--- src/rtl/serial_adder.sv ---
// Bit-serial WIDTH-bit adder: one full-adder cell (two half-adders) plus a carry flop,
// consuming one operand bit per clock from LSB to MSB behind a start/busy/done handshake.
module serial_adder #(
    parameter int unsigned WIDTH = 8
) (
    input  logic             clk,
    input  logic             rst_n,
    input  logic             start,
    input  logic [WIDTH-1:0] a,
    input  logic [WIDTH-1:0] b,
    input  logic             cin,
    output logic             busy,
    output logic             done,
    output logic [WIDTH-1:0] sum,
    output logic             cout
);

    localparam int unsigned CntW = (WIDTH > 2) ? $clog2(WIDTH) : 1;
    localparam logic [CntW-1:0] LastBit = CntW'(WIDTH - 1);

    typedef enum logic [1:0] {StIdle, StShift, StDone} state_e;

    state_e           state_q, state_d;
    logic [WIDTH-1:0] a_q, a_d;
    logic [WIDTH-1:0] b_q, b_d;
    logic [WIDTH-1:0] acc_q, acc_d;
    logic [WIDTH-1:0] sum_q, sum_d;
    logic [CntW-1:0]  cnt_q, cnt_d;
    logic             carry_q, carry_d;
    logic             cout_q, cout_d;

    logic ha0_s, ha0_c, ha1_c, bit_s, bit_c;

    // Full-adder cell built from two cascaded half-adders with their carries ORed.
    always_comb begin
        ha0_s = a_q[0] ^ b_q[0];
        ha0_c = a_q[0] & b_q[0];
        bit_s = ha0_s ^ carry_q;
        ha1_c = ha0_s & carry_q;
        bit_c = ha0_c | ha1_c;
    end

    always_comb begin
        state_d = state_q;
        a_d     = a_q;
        b_d     = b_q;
        acc_d   = acc_q;
        sum_d   = sum_q;
        cnt_d   = cnt_q;
        carry_d = carry_q;
        cout_d  = cout_q;
        unique case (state_q)
            StIdle: begin
                if (start) begin
                    a_d     = a;
                    b_d     = b;
                    carry_d = cin;
                    cnt_d   = '0;
                    acc_d   = '0;
                    state_d = StShift;
                end
            end
            StShift: begin
                carry_d = bit_c;
                a_d     = {1'b0, a_q[WIDTH-1:1]};
                b_d     = {1'b0, b_q[WIDTH-1:1]};
                acc_d   = {bit_s, acc_q[WIDTH-1:1]};
                cnt_d   = cnt_q + 1'b1;
                if (cnt_q == LastBit) begin
                    sum_d   = {bit_s, acc_q[WIDTH-1:1]};
                    cout_d  = bit_c;
                    cnt_d   = cnt_q;
                    state_d = StDone;
                end
            end
            StDone: state_d = StIdle;
            default: state_d = StIdle;
        endcase
    end

    always_ff @(posedge clk) begin
        if (!rst_n) begin
            state_q <= StIdle;
            a_q     <= '0;
            b_q     <= '0;
            acc_q   <= '0;
            sum_q   <= '0;
            cnt_q   <= '0;
            carry_q <= 1'b0;
            cout_q  <= 1'b0;
        end else begin
            state_q <= state_d;
            a_q     <= a_d;
            b_q     <= b_d;
            acc_q   <= acc_d;
            sum_q   <= sum_d;
            cnt_q   <= cnt_d;
            carry_q <= carry_d;
            cout_q  <= cout_d;
        end
    end

    assign busy = (state_q == StShift);
    assign done = (state_q == StDone);
    assign sum  = sum_q;
    assign cout = cout_q;

endmodule

--- config.mk ---
export PLATFORM = sky130hd
export DESIGN_NAME = serial_adder
export DESIGN_NICKNAME = d
export VERILOG_FILES = /design/src/rtl/serial_adder.sv
export SDC_FILE = /design/constraint.sdc
export NUM_CORES = 1
export LEC_CHECK = 0
export ABC_AREA = 0
export BUFFER_PORTS_ARGS = -buffer_cell sky130_fd_sc_hd__buf_2
export CAP_MARGIN = 20
export CORE_ASPECT_RATIO = 2
export CORE_MARGIN = 5
export CORE_UTILIZATION = 30
export CTS_CLUSTER_SIZE = 24
export DETAILED_ROUTE_END_ITERATION = 6
export PLACE_DENSITY_LB_ADDON = 0.3
export SLEW_MARGIN = 30
export SYNTH_ARGS = -nofsm -noshare
export SYNTH_HDL_FRONTEND = slang
export SYNTH_SLANG_ARGS = --single-unit
--- constraint.sdc ---
create_clock -name clk -period 1.2 [get_ports clk]
set_input_delay 0.24 -clock clk [delete_from_list [all_inputs] [get_ports clk]]
set_output_delay 0.24 -clock clk [all_outputs]
set_load 0.03 [all_outputs]
* After elaboration in Yosys (flattened, before gate mapping)
Cells that the tools add are included.
** Storage, ports and cells
- Bits in registers :: 39
- Output and inout bits :: 11
- Word-level logic and storage cells :: 40
** Cells by class
- Add/sub/neg operators :: 1
- Equal/unequal tests :: 6
- Multiplexer cells :: 14
- Bitwise logic cells :: 5
- Reductions and logical operators :: 6
** Operators with widths (count)
- $pmux 8 s2 :: 3
- $mux 8 :: 3
- $mux 3 :: 2
- $pmux 3 s2 :: 1
- $reduce_and 2->1 :: 3
- $mux 2 :: 2
- $ne 2x2->1 const B :: 2
- $pmux 2 s2 :: 1
- $add 3x1->3 const B :: 1
- $eq 3x3->1 const B :: 1
- $reduce_and 3->1 :: 1
- $and 1x1->1 :: 2
- $eq 2x1->1 const B :: 1
- $eq 2x2->1 const B :: 1
- $logic_not 2->1 :: 1
- $ne 2x1->1 const B :: 1
- $pmux 1 s2 :: 1
- $reduce_bool 2->1 :: 1
- $xor 1x1->1 :: 2
- $mux 1 :: 1
- $or 1x1->1 :: 1

* Logic depth before layout (Yosys ltp)
- Depth in word-level cells :: 4
- Gate-level depth with buffers :: 5
- Gate-level depth less buffers :: 5

* Worst setup path after synthesis
OpenSTA, ideal clock, no wires.
- Kind :: reg2out
- Start point :: register state_q[0]
- End point :: output port done
- Arrival time :: 1.019 ns
- Setup slack :: -0.059 ns
- Stages on the path, launching flop included :: 4
- Buffers on the path :: 2
- Cell sequence :: dfxtp_1 buf_6 buf_12 nor2_1
** On the way
- Word-level cells in the longest chain between the ends :: 1
** RTL lines
- from (decl) :: RTL line 23 : state_e state_q, state_d;
- from (signal assigned) :: RTL line 83 : state_q <= StIdle;
- from (signal assigned) :: RTL line 92 : state_q <= state_d;
- $eq 2x2->1 :: RTL line 104 : assign done = (state_q == StDone);
- to (decl) :: RTL line 13 : output logic done,
Every way passes these cells.

* Worst setup path in the final report
- Start point :: register state_q[1]
- End point :: output port busy
** On the way
- Word-level cells in the longest chain between the ends :: 1
** RTL lines
- $eq 2x1->1 :: RTL line 103 : assign busy = (state_q == StShift);
- to (decl) :: RTL line 12 : output logic busy,
Every way passes these cells.

==> results.json <==
{
  "status": "finished with violations",
  "violations": "setup timing",
  "skew_ns": 0.00527,
  "cts_tree": "built",
  "cts_htree_levels": 2,
  "syn-instance-count": 175,
  "hp-class": "in2reg",
  "synth_area_per_cell_um2": 9.77,
  "die-area_um2": 7400,
  "startpoint_type": "flop",
  "gp_congestion": 0.793,
  "cts_root_buf": "clkbuf_16",
  "finalNonFillerCells": 281,
  "slew_viol_final": 0,
  "hp-start": "b[7]",
  "fillCellCount": 576,
  "antenna_left": 0,
  "drv_cap": 0,
  "start_util": 0.305,
  "fin_nets": 242,
  "worstPathArrival_ns": 1.03,
  "port_buffers": 30,
  "grt_max_degree": 25,
  "avgViaCountPerCell": 4.91,
  "synthFlopType": "dfxtp_1",
  "final.period_utilization": 1.06,
  "min_to": "b_q[7]$_SDFFE_PN0P_",
  "relSlewSlack": 0.792,
  "reg2regPathDepth": 3,
  "die_w_um": 63.4,
  "clkTransAtPathRegs_ns": 0.06,
  "cts.sinks": 38,
  "rsz0062_at_grt": "yes",
  "cts_buffers": 5,
  "wl_um": 3830,
  "tns_ns": -0.128,
  "dp.cells": 266,
  "reg2reg_from": "carry_q$_SDFFE_PN0P_",
  "period_needed_ns": 1.27,
  "grt_pass1_vias": 1456,
  "die_h_um": 117,
  "synth-edff-count": 0,
  "rows": 39,
  "diodes": 0,
  "grt_pass1_wl_um": 6490,
  "power_leakage_nw": 1.05,
  "drc": 0,
  "track_usage": 0.108,
  "multi_input_area_um2": 927,
  "required_ns": 0.96,
  "dr.pass1.iters": 4,
  "synth_nets": 198,
  "hold_path_depth": 3,
  "ys_types": 33,
  "grt-ovfl-total": 0,
  "regToRegEndpoint": "acc_q[7]$_SDFFE_PN0P_",
  "core-area_um2": 5610,
  "peakVddDrop_mv": 1.04,
  "worst_pin_slew_ns": 0.312,
  "antenna_found_initial": 0,
  "critPathKind": "reg2out",
  "clk_latency_ns": 0.27,
  "async_reset_ff_frac": 0,
  "fmax_ghz": 0.790,
  "boundaryPins": 31,
  "num_vias": 1380,
  "drive_gt1_frac": 0.382,
  "wl_per_cell_um": 13.6,
  "ys_seq_area_frac": 0.445,
  "finalHoldViolCount": 0,
  "register_area_um2": 773,
  "setup_viol": 4,
  "ys_ff_latch": 38,
  "syn-cell-area_um2": 1710,
  "drt_iter0_markers": 49,
  "dpl.hpwl_um": 2590,
  "layout_setup_ws_ns": -0.0662,
  "clock_path_buffers": 2,
  "powerDensity_nw_per_um2": 1400,
  "crit_fanout": 4,
  "end_kind": "output port",
  "yosysWarningCount": 0,
  "syn_to_final_growth_pct": 35.7,
  "ff2ff_setup_slack_ns": -0.02
}
-- flip-flops by register name, summed over array words and instances, names as in the netlist --
name	cells
cnt_q	3
sum	8
b_q	8
cout	1
state_q	2
carry_q	1
a_q	8
acc_q	7
-- Yosys cell counts, types with 3 or more instances --
| master | number | share of area |
|---|---|---|
| dfxtp_1 | 38 | 0.45 |
| nand2_1 | 26 | 0.057 |
| mux2i_1 | 12 | 0.070 |
| o211a_1 | 12 | 0.070 |
| a21boi_0 | 11 | 0.048 |
| o21ai_0 | 10 | 0.029 |
| nand3_1 | 9 | 0.026 |
| a22oi_1 | 7 | 0.031 |
| nor2b_1 | 7 | 0.026 |
| clkbuf_1 | 4 | 0.0088 |
| inv_1 | 4 | 0.0088 |
| nand2b_1 | 4 | 0.015 |
| a221oi_1 | 3 | 0.015 |
| buf_6 | 3 | 0.020 |
-- power by group --
group	leakage [nW]	total (mW)	internal [mW]	switching, mW
Clock	0.0781	1.46	0.982	0.479
Sequential	0.314	1.37	1.33	0.0434
Combinational	0.663	0.420	0.221	0.199
-- worst max-delay path by stage --
stage,from,end,slack (ns),cells past startpoint
after floorplan,cnt_q[0]$_SDFFE_PN0P_,cnt_q[0]$_SDFFE_PN0P_,0.0007,5
after global placement,cnt_q[0]$_SDFFE_PN0P_,cnt_q[0]$_SDFFE_PN0P_,-0.04,5
after detailed placement,cnt_q[0]$_SDFFE_PN0P_,cnt_q[2]$_SDFFE_PN0P_,-0.13,5
after CTS,state_q[1]$_SDFFE_PN0P_,busy,-0.07,2
after global routing,state_q[1]$_SDFFE_PN0P_,busy,-0.09,2
final,state_q[1]$_SDFFE_PN0P_,busy,-0.07,2
-- layout by cell type, fill, tap and decap left out, types with 3 or more instances in the layout --
master     instances
a21boi_0           8
a21boi_1           3
a221oi_2           3
a22oi_1            7
buf_2             28
buf_4             13
buf_6              7
clkbuf_16          5
dfxtp_1           32
dfxtp_2            4
inv_1              3
mux2i_1           12
nand2_1           26
nand3_1            9
nor2b_1            7
o211a_1           12
o21ai_0            5
o21ai_1            3
-- per-layer routing --
metal	up-vias	share of wire	wire length, um	track usage
met5	-	0	0	0
met4	0	0.018	68	0.0458
met3	5	0.044	168	0.0279
met2	26	0.50	1920	0.194
met1	645	0.44	1680	0.119
li1	704	-	-	-
-- metrics by stage --
stage	util	hold WS (ns)	total power, mW	instance area [um2]	setup slack (ns)
finish	0.413	0.258	3.25	2320	-0.0662
global route	0.413	0.274	3.40	2320	-0.0914
CTS	0.405	0.258	3.27	2270	-0.0721
detailed placement	0.349	0.454	1.75	1960	-0.129
global placement	0.349	0.451	1.74	1960	-0.0436
floorplan	-	0.416	1.65	1720	0.000731
-- what timing repair did --
action / CTS / global route
pin swaps: 9 / 8
gates resized for setup: 32 / 15
setup endpoints to repair: 23 / 35
buffers inserted: 7 / 0
hold buffers: 0 / 0
-- critical path, stage by stage, from the launching register on --
cell and delay [ns]:
dfxtp_4 0.37, and2b_2 0.25, buf_6 0.14
-- cells by family (layout without fill, tap and decap cells) --
kind of cell / count (synthesis) / after routing / synth area share
buffers and inverters: 18 / 63 / 0.0739
adder cells (fa/ha/maj): 3 / 3 / 0.0264
flip-flops: 38 / 38 / 0.445
multiplexers: 12 / 12 / 0.0703
AND/OR/NAND/NOR: 57 / 57 / 0.171
AO/OA/AOI/OAI: 47 / 47 / 0.213
-- layout make-up --
type / instances / area share
clock inverter: 1 / 0.0129
clock buffer: 7 / 0.0572
multi-input combinational: 119 / 0.400
sequential: 38 / 0.333
tap: 61 / 0.0329
timing repair buffer: 50 / 0.154
inverter: 5 / 0.0102
Note: power is estimated with default switching activity, not from simulation.
